$ cat config.mk
export PLATFORM = sky130hd
export DESIGN_NAME = hazard_scoreboard
export DESIGN_NICKNAME = d
export VERILOG_FILES = /design/src/rtl/hazard_scoreboard_pkg.sv /design/src/rtl/hazard_slot_pipe.sv /design/src/rtl/hazard_scoreboard.sv
export SDC_FILE = /design/constraint.sdc
export NUM_CORES = 1
export LEC_CHECK = 0
export ABC_CLOCK_PERIOD_IN_PS = 4150
export BUFFER_PORTS_ARGS = -buffer_cell sky130_fd_sc_hd__buf_2
export CORE_UTILIZATION = 40
export CTS_BUF_LIST = sky130_fd_sc_hd__clkbuf_2
export CTS_CLUSTER_DIAMETER = 40
export DETAILED_ROUTE_END_ITERATION = 7
export PLACE_DENSITY = 0.69
export SLEW_MARGIN = 20
export SYNTH_ARGS = -nofsm -noshare
export SYNTH_HDL_FRONTEND = slang
export SYNTH_SLANG_ARGS = --single-unit
$ cat constraint.sdc
create_clock -name clk -period 4.15 [get_ports clk]
set_clock_uncertainty 0.2 [all_clocks]
set_input_delay 0.6225 -clock clk [delete_from_list [all_inputs] [get_ports clk]]
set_output_delay 0.6225 -clock clk [all_outputs]
set_load 0.02 [all_outputs]
$ cat src/rtl/hazard_scoreboard_pkg.sv
`default_nettype none
// ============================================================================
// Module   : pipe_pkg
// Purpose  : Shared types and defaults for the hazard scoreboard.
// Revision : 1.0 - initial release
// ============================================================================
package pipe_pkg;

    localparam int DEF_NUM_FWD = 2;
    localparam int DEF_MAX_LAT = 2;
    localparam int DEF_REG_AW  = 5;

    // Container widths for a slot; narrower instances zero-extend into them.
    localparam int HZ_RD_W  = 8;
    localparam int HZ_LAT_W = 4;

    localparam int FSEL_RF = 0;

    typedef struct packed {
        logic                valid;
        logic [HZ_RD_W-1:0]  rd;
        logic [HZ_LAT_W-1:0] lat;
    } hz_slot_t;

endpackage
`default_nettype wire

$ cat src/rtl/hazard_slot_pipe.sv
`default_nettype none
// ============================================================================
// Module   : hazard_slot_pipe
// Purpose  : Shadow shift register of in-flight register writers.
// Revision : 1.0 - initial release
// ============================================================================
module hazard_slot_pipe
    import pipe_pkg::*;
#(
    parameter int NUM_FWD = DEF_NUM_FWD,
    parameter int REG_AW  = DEF_REG_AW,
    parameter int LAT_W   = 2
) (
    input  logic                   clk,
    input  logic                   rst,
    input  logic                   i_hold,
    input  logic                   i_flush,
    input  logic                   i_issue,
    input  logic [REG_AW-1:0]      i_rd,
    input  logic [LAT_W-1:0]       i_lat,
    output hz_slot_t [NUM_FWD:1]   o_slots
);

    hz_slot_t [NUM_FWD:1] r_slots;

    always_ff @(posedge clk) begin
        if (rst) begin
            r_slots <= '0;
        end else if (!i_hold) begin
            r_slots[1].valid <= i_issue & ~i_flush;
            r_slots[1].rd    <= HZ_RD_W'(i_rd);
            r_slots[1].lat   <= HZ_LAT_W'(i_lat);
            // The oldest slot falls off: that writer has reached the register file.
            for (int s = 2; s <= NUM_FWD; s++) begin
                r_slots[s] <= r_slots[s-1];
            end
        end
    end

    assign o_slots = r_slots;

endmodule
`default_nettype wire

$ cat src/rtl/hazard_scoreboard.sv
`default_nettype none
// ============================================================================
// Module   : hazard_scoreboard
// Purpose  : ID-stage stall and EX/ID forward-select generation.
// Revision : 1.0 - initial release
// ============================================================================
module hazard_scoreboard
    import pipe_pkg::*;
#(
    parameter int NUM_SRC = 2,
    parameter int NUM_FWD = DEF_NUM_FWD,
    parameter int MAX_LAT = DEF_MAX_LAT,
    parameter int REG_AW  = DEF_REG_AW,
    parameter int FSEL_W  = $clog2(NUM_FWD + 1)
) (
    input  logic                          clk,
    input  logic                          rst,
    input  logic                          id_valid,
    input  logic [NUM_SRC*REG_AW-1:0]     id_src,
    input  logic [NUM_SRC-1:0]            id_src_used,
    input  logic                          id_early,
    input  logic                          id_we,
    input  logic [REG_AW-1:0]             id_dst,
    input  logic [$clog2(MAX_LAT+1)-1:0]  id_lat,
    input  logic                          hold,
    input  logic                          flush,
    output logic                          stall,
    output logic [NUM_SRC*FSEL_W-1:0]     ex_fwd_sel,
    output logic [NUM_SRC*FSEL_W-1:0]     id_fwd_sel,
    output logic [31:0]                   stall_count
);

    localparam int LAT_W = $clog2(MAX_LAT + 1);

    hz_slot_t [NUM_FWD:1]        w_slots;
    logic                        w_issue;
    logic                        w_stall_any;
    logic [NUM_SRC*FSEL_W-1:0]   w_ex_calc;
    logic [NUM_SRC*FSEL_W-1:0]   w_id_calc;
    logic                        w_hit;
    int                          w_hit_s;
    int                          w_hit_lat;
    logic [REG_AW-1:0]           w_src;

    logic [NUM_SRC*FSEL_W-1:0]   r_ex_fwd_sel;
    logic [31:0]                 r_stall_count;

    assign w_issue = id_valid & ~stall & id_we & (id_dst != '0);

    hazard_slot_pipe #(
        .NUM_FWD (NUM_FWD),
        .REG_AW  (REG_AW),
        .LAT_W   (LAT_W)
    ) u_pipe (
        .clk     (clk),
        .rst     (rst),
        .i_hold  (hold),
        .i_flush (flush),
        .i_issue (w_issue),
        .i_rd    (id_dst),
        .i_lat   (id_lat),
        .o_slots (w_slots)
    );

    always_comb begin
        w_stall_any = 1'b0;
        w_ex_calc   = {NUM_SRC{FSEL_W'(FSEL_RF)}};
        w_id_calc   = {NUM_SRC{FSEL_W'(FSEL_RF)}};
        w_hit       = 1'b0;
        w_hit_s     = 0;
        w_hit_lat   = 0;
        w_src       = '0;
        for (int j = 0; j < NUM_SRC; j++) begin
            w_src     = id_src[j*REG_AW +: REG_AW];
            w_hit     = 1'b0;
            w_hit_s   = 0;
            w_hit_lat = 0;
            // Scan oldest to youngest so the youngest matching writer wins.
            for (int s = NUM_FWD; s >= 1; s--) begin
                if (w_slots[s].valid && (w_slots[s].rd == HZ_RD_W'(w_src))) begin
                    w_hit     = 1'b1;
                    w_hit_s   = s;
                    w_hit_lat = int'(w_slots[s].lat);
                end
            end
            if (w_hit && id_src_used[j] && (w_src != '0)) begin
                if (w_hit_s < w_hit_lat) begin
                    w_stall_any = 1'b1;
                end else begin
                    w_ex_calc[j*FSEL_W +: FSEL_W] = FSEL_W'(w_hit_s);
                end
                if (id_early) begin
                    if ((w_hit_s - 1) < w_hit_lat) begin
                        w_stall_any = 1'b1;
                    end else begin
                        w_id_calc[j*FSEL_W +: FSEL_W] = FSEL_W'(w_hit_s - 1);
                    end
                end
            end
        end
    end

    assign stall      = id_valid & w_stall_any & ~rst;
    assign id_fwd_sel = rst ? '0 : w_id_calc;

    always_ff @(posedge clk) begin
        if (rst) begin
            r_ex_fwd_sel  <= '0;
            r_stall_count <= '0;
        end else if (!hold) begin
            r_ex_fwd_sel <= (id_valid & ~stall & ~flush) ? w_ex_calc : '0;
            if (stall && (r_stall_count != 32'hFFFF_FFFF)) begin
                r_stall_count <= r_stall_count + 32'd1;
            end
        end
    end

    assign ex_fwd_sel  = r_ex_fwd_sel;
    assign stall_count = r_stall_count;

endmodule
`default_nettype wire

==> flow_summary_export.csv <==
group,metric,value,unit
routing,drtAntennaViolNets,0,
synth,yosysWarningCount,0,
routing,detail_route.wirelength,6777,um
clock_network,worst_setup_hold_path_clk_slew,260,ps
hold_path,hold_path_startpoint,"id_lat[0]",
global_routing,grt_first_pass_wirelength,11720,um
timing,slew_headroom,0.6259,
worst_setup_path,cp.depth,13,
place,dpl_cell_area,0.003286,mm^2
power_and_ir_drop,combinationalPowerShare,0.083,
layout,final_area,0.003368,mm^2
synth,yosys_register_bits,52,
clock_network,clkLatencyLatePin,460,ps
place,gpl.final_weighted_congestion,0.8266,
floorplanning,ioPinCount,67,
clock_network,cts_buffer_count,5,
power_and_ir_drop,powerDensity,252.8,mW/mm^2
routing,drcViolationCount,0,
timing,setup_tns,0,ps
synth,yosys.cell_types.count,48,
clock_network,htreeDepth,2,
power_and_ir_drop,power_report.internal_total,638.8,uW
place,port-buffer-count,64,
timing,rsz0062_at_grt,"no",
worst_setup_path,r2r_setup_slack,700,ps
place,hpwlAfterDp,5121,um
timing,tightest_slew,561.1,ps
power_and_ir_drop,part_of_the_total_power_dissipated_in_sequential_elements,0.606,
worst_setup_path,critPathKind,"reg2out",
floorplanning,die_h,86.73,um
worst_setup_path,rr_worst_depth,14,
clock_network,max-clock-path-buffers,2,
routing,via_per_inst,5.377,
timing,fmax,259.1,MHz
timing,final_worst_path_period_need,3859,ps
layout,design.final.nets,441,
worst_setup_path,crit_path_top_delay_cell,"dfxtp_1",
floorplanning,start_util,0.4180,
power_and_ir_drop,leakage,0.001319,uW
worst_setup_path,worstPathMaxFanout,6,
worst_setup_path,critical_path.reg2reg.endpoint,"stall_count[23]$_SDFFE_PP0P_",
layout,layout-area-overhead-vs-synth,17.30,%
routing,met3_wirelength,255,um
floorplanning,die_area,0.007521,mm^2
synth,syn_area,0.002872,mm^2
routing,drtPass1Iterations,4,
worst_setup_path,data_arrival_time_at_the_worst_slack_endpoint,3040,ps
timing,report.final.hold_viol_count,0,
worst_setup_path,path_cells,"xnor2_1 > nand4_1 > nor3_1 > buf_4 > nor2b_1 > a22oi_1 > ha_1 > a21oi_1 > nand3_1 > o32ai_4 > nor2_2 > nor2_1 > buf_2",
clock_network,cts.root.buffer_cell,"clkbuf_2",
clock_network,count_of_hold_buffers_inserted_by_post_cts_repair,0,
flow_run,maxCapViolations,0,
clock_network,numClockSinks,52,
synth,synth.avg_cell_area,8.299,um^2
layout,drive_gt1_frac,0.2360,
floorplanning,chipWidth,86.73,um
worst_setup_path,required,3330,ps
layout,multiInputGateArea,0.001722,mm^2
global_routing,grt_max_degree,53,
floorplanning,placementRows,30,
synth,synth_top_area_frac,0.3625,
power_and_ir_drop,ir_drop,0.1643,mV
floorplanning,placeableCoreArea,0.006869,mm^2
layout,num-fill-cells,683,
worst_setup_path,startpoint_type,"flip-flop",
hold_path,hold_path_class,"in2reg",
global_routing,total_gr_overflow,0,
synth,seq_area_frac_synth,0.3625,
synth,synth_top_cells_by_area,"dfxtp_1 (36%), a21oi_1 (5.2%), mux2i_1 (5.2%), or3_1 (4.4%), nor2_1 (4.1%)",
global_routing,grt_antenna_before_repair,0,
power_and_ir_drop,sw_frac_of_total,0.2498,
hold_path,holdPathStages,3,
worst_setup_path,critPathMaxStageDelay,490,ps
routing,dr_total_vias,2726,
routing,routed_metal_1_wirelength,3371,um
synth,post-synth-top-area-cell,"dfxtp_1",
worst_setup_path,timing.critical_path.to_type,"output pin",
worst_setup_path,timing.critical_path.max_delay_family,"simple AND/OR/NAND/NOR gates",
worst_setup_path,crit-reg2reg-launch,"u_pipe.o_slots[6]$_SDFFE_PP0N_",
power_and_ir_drop,power_frac_clock,0.310,
routing,wl_met2,3070,um
timing,slew_viol_final,0,
timing,finalCritPeriodShare,0.9300,
synth,netlist_instances,346,
clock_network,clock_tree_from_tritoncts,"yes",
timing,setup_violations,0,
status,result_of_the_run,"completed",
power_and_ir_drop,power_switching,212.7,uW
routing,drt_first_iter_violations,105,
global_routing,first_global_vias,2540,
worst_setup_path,critical_path_buf_inv_count,2,
global_routing,globalRouteTotalUtil,0.1940,
hold_path,min_delay_worst_endpoint,"u_pipe.o_slots[0]$_SDFFE_PP0N_",
layout,n_antenna_cell,0,
routing,routedWlPerCell,13.37,um
layout,regArea,0.001041,mm^2
routing,dr.max_layer_used,"met4",
## how the worst max path moves through the flow
stage | startpoint | to | slack, ps
5_1_grt | u_pipe.o_slots[8]$_SDFFE_PP0N_ | stall | 20
4_1_cts | u_pipe.o_slots[17]$_SDFFE_PP0N_ | stall | 180
3_5_place_dp | id_src[5] | stall_count[24]$_SDFFE_PP0P_ | 230
6_report | u_pipe.o_slots[6]$_SDFFE_PP0N_ | stall | 290
3_3_place_gp | id_src[5] | stall_count[23]$_SDFFE_PP0P_ | 370
2_1_floorplan | id_src[2] | stall | 490
## power by group through the flow
| stage | logic, uW | clock network (uW) | registers [uW] |
|---|---|---|---|
| after floorplan | 46.6 | 0 | 523 |
| after global placement | 69.3 | 0 | 525 |
| after detailed placement | 70.6 | 0 | 525 |
| after CTS | 70.9 | 273 | 517 |
| after global routing | 79.2 | 298 | 518 |
| final | 70.9 | 264 | 516 |
## flip-flops by register name, indices dropped and copies added (netlist names)
signal and cells:
stall_count 32, u_pipe.o_slots 16, ex_fwd_sel 4
## synthesized netlist by cell type (all sizes together)
cell type,instances
a2111oi,1
a21boi,1
a21oi,30
a22oi,2
a311o,1
and2,4
and3,4
and4,2
buf,7
clkbuf,8
conb,1
dfxtp,52
ha,5
inv,12
mux2,3
mux2i,15
nand2,22
nand2b,1
nand3,13
nand3b,1
nand4,6
nor2,32
nor2b,5
nor3,9
nor4,5
nor4b,1
nor4bb,1
o2111ai,1
o211ai,2
o21a,1
o21ai,26
o21ba,1
o31ai,11
o32ai,1
or2,5
or3,21
or4,11
xnor2,9
xor2,13
## cell type report
| class | count | area share |
|---|---|---|
| well taps | 96 | 0.03566 |
| clock buffers | 5 | 0.007429 |
| multi-input cells | 268 | 0.5111 |
| clock inverters | 3 | 0.01263 |
| repair buffers | 71 | 0.1107 |
| inverters | 12 | 0.01337 |
| flip-flops and latches | 52 | 0.3091 |
## per-layer routing
metal  GRT usage  up-vias
met4     0.05606        0
met5           0        -
met2      0.3196       57
li1            -     1386
met3     0.03524        9
met1      0.2594     1274
## tightest hold or removal path, stage by stage
cell and delay (ps):
buf_2 80, mux2i_1 50, nor2_1 70
## placed cells by master (no fill, tap or decap), drive strengths merged, types with 2 or more instances in the layout
| cell | count |
|---|---|
| o21ai | 26 |
| nor4 | 5 |
| o31ai | 11 |
| or2 | 5 |
| nand2 | 22 |
| mux2i | 15 |
| nor2b | 5 |
| and3 | 4 |
| buf | 71 |
| and2 | 4 |
| a21oi | 30 |
| clkbuf | 5 |
| nand4 | 6 |
| mux2 | 3 |
| or3 | 21 |
| nand3 | 13 |
| conb | 2 |
| o211ai | 2 |
| or4 | 11 |
| dfxtp | 52 |
| nor3 | 9 |
| a22oi | 2 |
| inv | 12 |
| nor2 | 32 |
| xnor2 | 9 |
| and4 | 2 |
| ha | 5 |
| xor2 | 13 |
## cells by family after synthesis
logic type / share of synthesized area
AND/OR/NAND/NOR: 0.2710
AO/OA/AOI/OAI: 0.1704
multiplexers: 0.06405
other: 0.001306
XOR/XNOR: 0.06710
flip-flops: 0.3625
adder cells (fa/ha/maj): 0.02179
buffers and inverters: 0.04183
## per-stage QoR
| stage | instances | total power, uW | utilization | hold WS [ps] | setup slack, ps |
|---|---|---|---|---|---|
| finish | 507 | 851.5 | 0.4903 | 189.9 | 290.5 |
| global route | 507 | 895.0 | 0.4903 | 159.6 | 22.41 |
| CTS | 506 | 860.4 | 0.4882 | 170.6 | 177.6 |
| detailed placement | 498 | 596.0 | 0.4783 | 245.4 | 229.0 |
| global placement | 498 | 594.5 | 0.4783 | 238.5 | 365.6 |
| floorplan | 347 | 569.5 | - | 252.3 | 486.5 |
## timing repair
| item | CTS | global route |
|---|---|---|
| setup buffers | 0 | 1 |
| resized for setup | 0 | 2 |
| endpoints found under the setup margin | 0 | 1 |
(Power assumes the default switching activity.)
